File: config.mk
export PLATFORM = sky130hd
export DESIGN_NAME = axi_arbiter
export DESIGN_NICKNAME = d
export VERILOG_FILES = /design/src/rtl/axi_arbiter.sv
export SDC_FILE = /design/constraint.sdc
export NUM_CORES = 1
export LEC_CHECK = 0
export ABC_AREA = 1
export BUFFER_PORTS_ARGS = -buffer_cell sky130_fd_sc_hd__clkbuf_2
export CAP_MARGIN = 20
export CORE_AREA = 2 2 305 307
export CTS_CLUSTER_SIZE = 30
export DETAILED_ROUTE_END_ITERATION = 8
export DIE_AREA = 0 0 307 309
export PLACE_DENSITY = 0.3
export SETUP_SLACK_MARGIN = 0.1
export SLEW_MARGIN = 10
export SYNTH_ARGS = -nofsm -noshare
export SYNTH_HDL_FRONTEND = slang
export SYNTH_SLANG_ARGS = --single-unit
File: constraint.sdc
create_clock -name clk -period 1.7 [get_ports clk]
set_clock_uncertainty 0.1 [all_clocks]
set_input_delay 0.255 -clock clk [delete_from_list [all_inputs] [get_ports clk]]
set_output_delay 0.255 -clock clk [all_outputs]
set_load 0.01 [all_outputs]
File: src/rtl/axi_arbiter.sv
// axi_arbiter: two-to-one AXI4 master arbiter, one outstanding transaction.
// Master 0 is the instruction fetch unit and master 1 is the load/store unit.
// The winning master is wired straight through to the s_* port until its
// transaction finishes: a read ends on the last R beat, a write ends on B.
//
// Ports:
//   clk, rst          clock, synchronous active-high reset
//   m0_*, m1_*        AXI4 slave-side ports facing each master (AW/W/B/AR/R)
//   s_*               AXI4 master-side port facing the downstream slave
//   busy              registered, high whenever a transaction is owned
//
// Build option:
//   AXI_ARB_RR_EN     defined: round-robin on ties (a `last` register is kept).
//                     undefined: fixed priority, master 1 wins every tie.
module axi_arbiter #(
    parameter int ADDR_W = 32,
    parameter int DATA_W = 64,
    parameter int ID_W   = 4
) (
    input  logic              clk,
    input  logic              rst,
    // master 0 (IFU)
    input  logic              m0_awvalid,
    input  logic [ADDR_W-1:0] m0_awaddr,
    input  logic [ID_W-1:0]   m0_awid,
    input  logic [7:0]        m0_awlen,
    input  logic [2:0]        m0_awsize,
    input  logic [1:0]        m0_awburst,
    output logic              m0_awready,
    input  logic              m0_wvalid,
    input  logic [DATA_W-1:0] m0_wdata,
    input  logic [DATA_W/8-1:0] m0_wstrb,
    input  logic              m0_wlast,
    output logic              m0_wready,
    output logic              m0_bvalid,
    output logic [1:0]        m0_bresp,
    output logic [ID_W-1:0]   m0_bid,
    input  logic              m0_bready,
    input  logic              m0_arvalid,
    input  logic [ADDR_W-1:0] m0_araddr,
    input  logic [ID_W-1:0]   m0_arid,
    input  logic [7:0]        m0_arlen,
    input  logic [2:0]        m0_arsize,
    input  logic [1:0]        m0_arburst,
    output logic              m0_arready,
    output logic              m0_rvalid,
    output logic [1:0]        m0_rresp,
    output logic [DATA_W-1:0] m0_rdata,
    output logic              m0_rlast,
    output logic [ID_W-1:0]   m0_rid,
    input  logic              m0_rready,
    // master 1 (LSU)
    input  logic              m1_awvalid,
    input  logic [ADDR_W-1:0] m1_awaddr,
    input  logic [ID_W-1:0]   m1_awid,
    input  logic [7:0]        m1_awlen,
    input  logic [2:0]        m1_awsize,
    input  logic [1:0]        m1_awburst,
    output logic              m1_awready,
    input  logic              m1_wvalid,
    input  logic [DATA_W-1:0] m1_wdata,
    input  logic [DATA_W/8-1:0] m1_wstrb,
    input  logic              m1_wlast,
    output logic              m1_wready,
    output logic              m1_bvalid,
    output logic [1:0]        m1_bresp,
    output logic [ID_W-1:0]   m1_bid,
    input  logic              m1_bready,
    input  logic              m1_arvalid,
    input  logic [ADDR_W-1:0] m1_araddr,
    input  logic [ID_W-1:0]   m1_arid,
    input  logic [7:0]        m1_arlen,
    input  logic [2:0]        m1_arsize,
    input  logic [1:0]        m1_arburst,
    output logic              m1_arready,
    output logic              m1_rvalid,
    output logic [1:0]        m1_rresp,
    output logic [DATA_W-1:0] m1_rdata,
    output logic              m1_rlast,
    output logic [ID_W-1:0]   m1_rid,
    input  logic              m1_rready,
    // downstream slave
    output logic              s_awvalid,
    output logic [ADDR_W-1:0] s_awaddr,
    output logic [ID_W-1:0]   s_awid,
    output logic [7:0]        s_awlen,
    output logic [2:0]        s_awsize,
    output logic [1:0]        s_awburst,
    input  logic              s_awready,
    output logic              s_wvalid,
    output logic [DATA_W-1:0] s_wdata,
    output logic [DATA_W/8-1:0] s_wstrb,
    output logic              s_wlast,
    input  logic              s_wready,
    input  logic              s_bvalid,
    input  logic [1:0]        s_bresp,
    input  logic [ID_W-1:0]   s_bid,
    output logic              s_bready,
    output logic              s_arvalid,
    output logic [ADDR_W-1:0] s_araddr,
    output logic [ID_W-1:0]   s_arid,
    output logic [7:0]        s_arlen,
    output logic [2:0]        s_arsize,
    output logic [1:0]        s_arburst,
    input  logic              s_arready,
    input  logic              s_rvalid,
    input  logic [1:0]        s_rresp,
    input  logic [DATA_W-1:0] s_rdata,
    input  logic              s_rlast,
    input  logic [ID_W-1:0]   s_rid,
    output logic              s_rready,
    output logic              busy
);

    typedef enum logic [1:0] {IDLE, RD, WR} state_t;

    state_t state;
    logic   owner;
    logic   req0, req1, sel, sel_rd;

    assign req0 = m0_arvalid | m0_awvalid;
    assign req1 = m1_arvalid | m1_awvalid;

`ifdef AXI_ARB_RR_EN
    logic last;
    // On a tie the master that did not own the previous transaction wins.
    assign sel = (req0 & req1) ? ~last : req1;
`else
    assign sel = req1;
`endif

    // A master raising both AR and AW gets its read served first.
    assign sel_rd = sel ? m1_arvalid : m0_arvalid;

    always_ff @(posedge clk) begin
        if (rst) begin
            state <= IDLE;
            owner <= 1'b0;
            busy  <= 1'b0;
`ifdef AXI_ARB_RR_EN
            last  <= 1'b1;
`endif
        end else begin
            case (state)
                IDLE: if (req0 | req1) begin
                    owner <= sel;
                    state <= sel_rd ? RD : WR;
                    busy  <= 1'b1;
                end
                RD: if (s_rvalid & s_rready & s_rlast) begin
                    state <= IDLE;
                    busy  <= 1'b0;
`ifdef AXI_ARB_RR_EN
                    last  <= owner;
`endif
                end
                WR: if (s_bvalid & s_bready) begin
                    state <= IDLE;
                    busy  <= 1'b0;
`ifdef AXI_ARB_RR_EN
                    last  <= owner;
`endif
                end
                default: begin
                    state <= IDLE;
                    busy  <= 1'b0;
                end
            endcase
        end
    end

    // Channel routing. Everything not connected to the owner in the current
    // state reads as zero, including payload, so idle buses are quiet.
    always_comb begin
        s_awvalid = 1'b0; s_awaddr = '0; s_awid = '0; s_awlen = '0;
        s_awsize  = '0;   s_awburst = '0;
        s_wvalid  = 1'b0; s_wdata = '0; s_wstrb = '0; s_wlast = 1'b0;
        s_bready  = 1'b0;
        s_arvalid = 1'b0; s_araddr = '0; s_arid = '0; s_arlen = '0;
        s_arsize  = '0;   s_arburst = '0;
        s_rready  = 1'b0;
        m0_awready = 1'b0; m0_wready = 1'b0; m0_arready = 1'b0;
        m0_bvalid = 1'b0; m0_bresp = '0; m0_bid = '0;
        m0_rvalid = 1'b0; m0_rresp = '0; m0_rdata = '0; m0_rlast = 1'b0; m0_rid = '0;
        m1_awready = 1'b0; m1_wready = 1'b0; m1_arready = 1'b0;
        m1_bvalid = 1'b0; m1_bresp = '0; m1_bid = '0;
        m1_rvalid = 1'b0; m1_rresp = '0; m1_rdata = '0; m1_rlast = 1'b0; m1_rid = '0;
        case (state)
            RD: begin
                s_arvalid = owner ? m1_arvalid : m0_arvalid;
                s_araddr  = owner ? m1_araddr  : m0_araddr;
                s_arid    = owner ? m1_arid    : m0_arid;
                s_arlen   = owner ? m1_arlen   : m0_arlen;
                s_arsize  = owner ? m1_arsize  : m0_arsize;
                s_arburst = owner ? m1_arburst : m0_arburst;
                s_rready  = owner ? m1_rready  : m0_rready;
                if (owner) begin
                    m1_arready = s_arready; m1_rvalid = s_rvalid; m1_rresp = s_rresp;
                    m1_rdata = s_rdata; m1_rlast = s_rlast; m1_rid = s_rid;
                end else begin
                    m0_arready = s_arready; m0_rvalid = s_rvalid; m0_rresp = s_rresp;
                    m0_rdata = s_rdata; m0_rlast = s_rlast; m0_rid = s_rid;
                end
            end
            WR: begin
                s_awvalid = owner ? m1_awvalid : m0_awvalid;
                s_awaddr  = owner ? m1_awaddr  : m0_awaddr;
                s_awid    = owner ? m1_awid    : m0_awid;
                s_awlen   = owner ? m1_awlen   : m0_awlen;
                s_awsize  = owner ? m1_awsize  : m0_awsize;
                s_awburst = owner ? m1_awburst : m0_awburst;
                s_wvalid  = owner ? m1_wvalid  : m0_wvalid;
                s_wdata   = owner ? m1_wdata   : m0_wdata;
                s_wstrb   = owner ? m1_wstrb   : m0_wstrb;
                s_wlast   = owner ? m1_wlast   : m0_wlast;
                s_bready  = owner ? m1_bready  : m0_bready;
                if (owner) begin
                    m1_awready = s_awready; m1_wready = s_wready;
                    m1_bvalid = s_bvalid; m1_bresp = s_bresp; m1_bid = s_bid;
                end else begin
                    m0_awready = s_awready; m0_wready = s_wready;
                    m0_bvalid = s_bvalid; m0_bresp = s_bresp; m0_bid = s_bid;
                end
            end
            default: ;
        endcase
    end

endmodule

# ---- Word-level counts from Yosys, hierarchy flattened
# Cells that the tools add are included.
dict set report totals {
  ff_bits 4
  out_inout_bits 341
}
dict set report classes {
  n_eq_ne 5
  mux 90
  bitwise_logic 6
  n_reduce_logical 3
}
# op n
set ops {}
lappend ops {{64-bit two-way mux} 6}
lappend ops {{32-bit two-way mux} 4}
lappend ops {{4-bit two-way mux} 12}
lappend ops {{8-bit two-way mux} 6}
lappend ops {{1-bit two-way mux} 40}
lappend ops {{2-bit two-way mux} 16}
lappend ops {{3-bit two-way mux} 4}
lappend ops {{2-bit != test, second input constant} 3}
lappend ops {{2-bit case mux with 3 select lines} 1}
lappend ops {{1-bit AND} 3}
lappend ops {{1-bit bitwise OR} 3}
lappend ops {{1-bit case mux with 3 select lines} 1}
lappend ops {{3-bit AND reduction} 1}
lappend ops {{2-bit by 1-bit == test with 1-bit output, second input constant} 1}
lappend ops {{2-bit == test, second input constant} 1}
lappend ops {{2-bit zero test} 1}
lappend ops {{2-bit AND reduction} 1}

# ---- Longest topological paths before layout
# Gate-level depths: netlist of run 1.
dict set report logic_depth {
  word_depth 6
  depth_mapped 9
  depth_no_buf 8
}

# ---- Worst setup path before layout of run 1
# OpenSTA, ideal clock, no wires.
dict set report synth_path {
  kind {register to output}
  from {register owner}
  to {output s_awaddr[0]}
  t_arrival_ns 1.139
  slack_ns 0.206
  stages_incl_launch_ff 6
  path_buffers 3
  cell_sequence {dfxtp_1 > buf_4 > buf_4 > clkbuf_1 > nand2_1 > a21oi_1}
}
dict set report synth_via {
  elab_chain_len 2
}
# item line
set synth_rtl {}
lappend synth_rtl {{start, declared} 118} ;# logic owner;
lappend synth_rtl {{start signal, assigned} 146} ;# owner <= sel;
lappend synth_rtl {{32-bit two-way mux} 207} ;# s_awaddr = owner ? m1_awaddr : m0_awaddr;
lappend synth_rtl {{32-bit two-way mux} 188} ;# case (state)
lappend synth_rtl {{end, declared} 84} ;# output logic [ADDR_W-1:0] s_awaddr,
# Every way passes these cells.

# ---- Worst setup path after layout of run 1
dict set report layout_path {
  from {register state[1]}
  to {output s_wdata[18]}
}
dict set report layout_via {
  elab_chain_len 2
}
# item line
set layout_rtl {}
lappend layout_rtl {{start, declared} 117} ;# state_t state;
lappend layout_rtl {{start signal, assigned} 147} ;# state <= sel_rd ? RD : WR;
lappend layout_rtl {{2-bit == test} 188}
lappend layout_rtl {{64-bit two-way mux} 188}
lappend layout_rtl {{end, declared} 91} ;# output logic [DATA_W-1:0] s_wdata,
# Every way passes these cells.

==> results of run 1 <==
-- critical path, stage by stage (launching register included) --
cell	delay [ns]
dfxtp_4	0.37
inv_4	0.04
nor2_4	0.11
buf_12	0.16
inv_16	0.06
buf_16	0.19
buf_6	0.14
a21oi_2	0.12
buf_2	0.15
-- synth_stat cells --
| cell type | number | area share, % |
|---|---|---|
| a211oi_1 | 1 | 0.20 |
| inv_2 | 3 | 0.30 |
| buf_6 | 7 | 2.1 |
| nand3_1 | 5 | 0.66 |
| inv_1 | 89 | 8.8 |
| clkbuf_1 | 19 | 1.9 |
| nand2_1 | 362 | 36 |
| o21ai_0 | 2 | 0.26 |
| a21oi_1 | 178 | 24 |
| nor2_2 | 10 | 1.7 |
| nor2_1 | 155 | 15 |
| nor3_1 | 1 | 0.13 |
| nor2_4 | 2 | 0.60 |
| buf_4 | 3 | 0.60 |
| buf_1 | 7 | 0.70 |
| dfxtp_1 | 4 | 2.1 |
| o22ai_1 | 1 | 0.17 |
| nand2_2 | 1 | 0.17 |
| buf_2 | 36 | 4.8 |
-- registers in the layout (all words and copies together), names as in the netlist --
name   count
state      2
busy       1
owner      1
-- cell type report --
type / count / area, um2 / share of cell area (%)
tap: 1186 / 1480 / 8.91
timing repair inverter: 3 / 55.1 / 0.331
clock buffer: 4 / 78.8 / 0.473
sequential: 4 / 88.8 / 0.534
inverter: 92 / 403 / 2.42
multi-input combinational: 719 / 5830 / 35.0
timing repair buffer: 978 / 8700 / 52.3
antenna: 4 / 10.0 / 0.0601
-- stage by stage --
step / power [mW] / cells / util [%]
6_report: 7.48 / 2990 / 18.2
5_1_grt: 7.92 / 2987 / 18.2
4_1_cts: 5.83 / 2939 / 13.9
3_5_place_dp: 3.75 / 2873 / 10.7
3_3_place_gp: 3.80 / 2873 / 10.7
2_1_floorplan: 1.55 / 886 / -
-- layer usage --
layer,routed length [um],GRT usage (%)
met3,4900,3.44
met4,1800,1.89
met2,35000,23.4
met1,27800,15.4
met5,113,0
-- worst paths after layout --
kind                            slack, ns  depth (start not counted)          end
worst min register to register       0.42                          2         busy
worst min-delay path                 0.22                          2         busy
worst max-delay path                -0.31                          8  s_wdata[18]
worst max register to register       0.06                         10        owner
-- power by group --
part           switching (mW)  total (mW)  internal [mW]  leakage [nW]
clock network          0.0788       0.390          0.311        0.0382
registers              0.0248       0.134          0.109        0.0347
logic                    3.62        6.96           3.34          8.02
total                    3.73        7.48           3.76          8.09
-- cells by family (layout without fill, tap and decap cells) --
group,count (synthesis),after routing,synth area share [%]
simple gates,536,537,54.5
compound gates,182,182,24.2
buf+inv,164,1077,19.2
flops,4,4,2.12
other cells,0,4,0
-- repair_timing --
item / 4_1_cts / 5_1_grt
setup endpoints to repair: 344 / 344
cloned: 31 / 25
gates resized for setup: 419 / 1043
pin swaps: 33 / 81
buffers inserted: 31 / 26
==> metrics.txt, run 1 <==
most frequent cells in the layout=clkbuf_2 (455), nand2_1 (211), buf_6 (192); Synth Instances=roughly 890; Hold-fix buffers, CTS=0; CP Class=reg2out; worst hold path type=in2reg; Synth Area per Inst=4.27 um2; status=complete, but fails checks; chip width=307 um; dpl hpwl=about 53,000 um; CP startpoint kind=flip-flop; worst-case clock buffer depth=2; Die Area=~95,000 um2; H-tree depth=1; routability cong.=0.851; Worst Setup SP=state[1]; clock sinks=4; # setup viols final=340; failing checks=negative setup slack; Leakage=around 8.1 nW; setup TNS=-70.24 ns; initial antenna violation count=16; Clk Tree Root Cell=clkbuf_16; core area=approximately 90,000 um2; synth warn=0; clock latency on the worst-skew pair=about 0.23 ns; clock period minus worst slack=between 2 and 2.5 ns; Max VDD drop=0.295 mV; leading cell type in the layout, fill and taps excluded=clkbuf_2; vias in the first global route=9,584; RSZ-0062 raised after global routing=true; Final period util=118%; Via-to-Cell Ratio=approximately 3.3; hold_sp=rst; Fmax=roughly 500 MHz; Distinct cells, synth=19; nets=between 2,000 and 2,500; initial drt markers=332; CTS Buf Count=3; Worst Tran Pin Value=between 0.3 and 0.4 ns; CP endpoint kind=output pin; CP Max Fanout=11; largest net degree at the start of global routing=27; Syn Nets=about 1,300; share of cells above drive strength 1=between 80% and 90%; Worst-path clk slew=0.03 ns; Post-Route WL=about 70,000 um; residual DRC count=0; first-pass GRT wire length=roughly 84,000 um; post-DR wirelength/cell=between 20 and 25 um; Worst EP required=1.34 ns; synthesized cell area=3780 um2; drt pass-1 iters=4; filler cell count in the final layout=between 10,000 and 15,000; final worst setup slack=-0.308 ns; Synth Register Bits=4; via count=just under 10,000; Seq/Total Area, Yosys=2.12%; Worst R2R Start=owner; row count=roughly 110; Ports=~780; final hold vios=0; GRT Residual Overflow=0; CTS tree=yes; port bufs=776; slew margin rel.=77.6%; Die Height=309 um; Initial Util=under 10%; worst hold slack=~0.22 ns; Max Cap Violations=0; Power Density=450 nW/um2; Final ANT Viol Nets=0; Syn-to-layout area delta=340%; post-route cell area=16,600 um2; Arrival @ worst endpoint=1.65 ns; pre-CTS setup slack=-0.332 ns; Slew Viols, Final=0; placed instance area=slightly below 10,000 um2; Total GRT Usage=12.9%
Note: power is estimated with default switching activity, not from simulation.
==> run 2: changes to the inputs <==
--- a/config.mk
+++ b/config.mk
@@ -13,7 +13,7 @@
 export DETAILED_ROUTE_END_ITERATION = 8
 export DIE_AREA = 0 0 307 309
 export PLACE_DENSITY = 0.3
-export SETUP_SLACK_MARGIN = 0.1
+export SETUP_SLACK_MARGIN = 0.02
 export SLEW_MARGIN = 10
 export SYNTH_ARGS = -nofsm -noshare
 export SYNTH_HDL_FRONTEND = slang
==> metrics.txt, run 2 (synthesized netlist as in run 1, its figures left out) <==
Reg area=88.8 um2 (unchanged); utilization after layout=18.0% (-0.24 points); max reg flops=2 (unchanged); H-tree depth=1 (unchanged); Hold-fix buffers, CTS=0 (unchanged); Max Cap Violations=0 (unchanged); final hold vios=0 (unchanged); clock sinks=4 (unchanged); nets=2,232 (-0.22%); slew margin rel.=76.3% (-1.3 points); most used cell, CP=buf_6; Syn-to-layout area delta=334%; hold_sp=rst; Initial Util=4.14% (unchanged); Arrival @ worst endpoint=1.66 ns (about the same); RSZ-0062 raised after global routing=true; GRT Residual Overflow=0 (unchanged); CP startpoint kind=flip-flop; Buf/Inv on CP=6 (unchanged); reg2reg end=owner; FF-to-FF path depth=9 (-1); Clock power frac=5.3% (about the same); Fmax=497 MHz (-0.19%); # setup viols final=340 (unchanged); most frequent cells in the layout=clkbuf_2 (459), nand2_1 (212), buf_6 (157); Via-to-Cell Ratio=3.28 (+0.43%); CP Max Fanout=11 (unchanged); largest net degree at the start of global routing=24 (-11%); CP peak stage delay=0.32 ns (-0.05 ns); Worst R2R Start=owner; clock latency on the worst-skew pair=0.23 ns (about the same); worst-case clock buffer depth=2 (unchanged); Worst Hold Depth=2 (unchanged); vias in the first global route=9,695 (+1.2%); part of the power in combinational logic=92.9% (about the same); final worst setup slack=-0.312 ns (-0.00386 ns); row count=111 (unchanged); Leakage=8.05 nW (-0.45%); Worst-path clk slew=0.03 ns (about the same); sw frac=50.0% (+0.23 points); failing checks=negative setup slack; crit-path leading delay family=buffers and inverters; initial drt markers=380 (+14%); critical-path cell list=buf_6 -> nor2_4 -> buf_12 -> inv_16 -> buf_16 -> buf_6 -> a21oi_2 -> buf_2; clock period minus worst slack=2.01 ns (+0.00386 ns); Die Area=94,900 um2 (unchanged); worst hold slack=0.210 ns (-0.00764 ns); first-pass GRT wire length=84,400 um (+0.97%); Die Height=309 um (unchanged); dpl hpwl=53,300 um (unchanged); Worst Tran Pin Value=0.352 ns (+0.0200 ns); largest registers=state x2, busy x1, owner x1; CTS Buf Count=3 (unchanged); CP Class=reg2out; Slew Viols, Final=0 (unchanged); status=complete, but fails checks; Clk Tree Root Cell=clkbuf_16; post-DR wirelength/cell=23.4 um (+0.36%); leading cell type in the layout, fill and taps excluded=clkbuf_2; via count=9,801 (+0.22%); Ports=777 (unchanged); switching pwr=3.72 mW (-0.19%); chip width=307 um (unchanged); core area=91,400 um2 (unchanged); Max VDD drop=0.288 mV (-2.4%); Total GRT Usage=13.0% (+0.13 points); CP max-delay cell=dfxtp_2; initial antenna violation count=17 (+1); largest register by flop count=state; Final period util=118% (+0.23 points); port bufs=776 (unchanged); filler cell count in the final layout=10,400 (+0.17%); Multi-input gate area=5820 um2 (-0.15%); worst hold path type=in2reg; residual DRC count=0 (unchanged); non-filler cells, final=2,984 (-0.20%); Final ANT Viol Nets=0 (unchanged); Reg2Reg Setup Slack=0.03 ns (-0.03 ns); placed cells=2,873 (unchanged); Hold Path Sink=state[0]; Worst EP required=1.34 ns (about the same); CTS tree=yes; drt pass-1 iters=4 (unchanged); Post-Route WL=69,800 um (+0.16%); share of cells above drive strength 1=80.7% (-0.44 points); routability cong.=0.851 (unchanged); internal power=3.72 mW (-1.1%); CP endpoint kind=output pin; Sequential Power Share=1.8% (about the same); Power Density=453 nW/um2 (+0.68%)
==> run 2: cell types whose count changed in the layout (fill, tap and decap cells not counted), sizes merged <==
cell,before,now
clkbuf,487,486
bufbuf,1,4
clkinv,3,2
buf,494,488
diode,4,3
==> run 2: power by group through the flow <==
stage / sequential, mW / combinational [mW] / clock [mW]
finish: 0.133 / 6.91 / 0.391
global route: 0.135 / 7.33 / 0.405
CTS: 0.132 / 5.41 / 0.398
detailed placement: 0.128 / 3.62 / 0
global placement: 0.127 / 3.67 / 0
floorplan: 0.119 / 1.43 / 0
==> run 2: final cells by class <==
class | count | share of cell area [%]
clock buffer | 4 | 0.480
inverter | 92 | 2.45
multi-input combinational | 719 | 35.4
timing repair inverter | 2 | 0.236
antenna | 3 | 0.0457
sequential | 4 | 0.541
tap | 1186 | 9.03
timing repair buffer | 974 | 51.8
==> run 2: layer usage <==
metal / part of all wire (%) / wire length [um] / up-vias / global-route usage (%)
met2: 50 / 34700 / 542 / 23.5
li1: - / - / 4551 / -
met3: 7.4 / 5150 / 103 / 3.41
met5: 0.18 / 127 / - / 0
met4: 3.2 / 2250 / 22 / 2.47
met1: 40 / 27600 / 4583 / 15.5
==> run 2: worst max path at each step <==
stage / start / end / slack [ns] / cells after the start
after floorplan: owner / s_awaddr[0] / 0.21 / 5
after global placement: state[1] / s_wdata[39] / -0.37 / 6
after detailed placement: owner / s_wdata[39] / -0.33 / 6
after CTS: owner / s_wstrb[6] / -0.32 / 7
after global routing: state[1] / m1_rdata[26] / -0.35 / 8
final: state[0] / s_wdata[18] / -0.31 / 8
==> run 2: per-stage QoR <==
stage                     TNS [ns]  worst slack, ns  instance area, um2  power, mW
after floorplan                  0            0.206                3780       1.55
after global placement      -17.01           -0.371                9810       3.80
after detailed placement    -15.25           -0.332                9810       3.75
after CTS                   -79.86           -0.318               13000       5.94
after global routing        -88.75           -0.347               16400       7.87
final                       -68.25           -0.312               16400       7.44
==> run 2: repair_timing <==
action | in CTS | in global routing
buffers inserted | 33 | 26
pin swaps | 34 | 87
setup endpoints to repair | 344 | 344
cloned | 34 | 21
resized for setup | 454 | 965
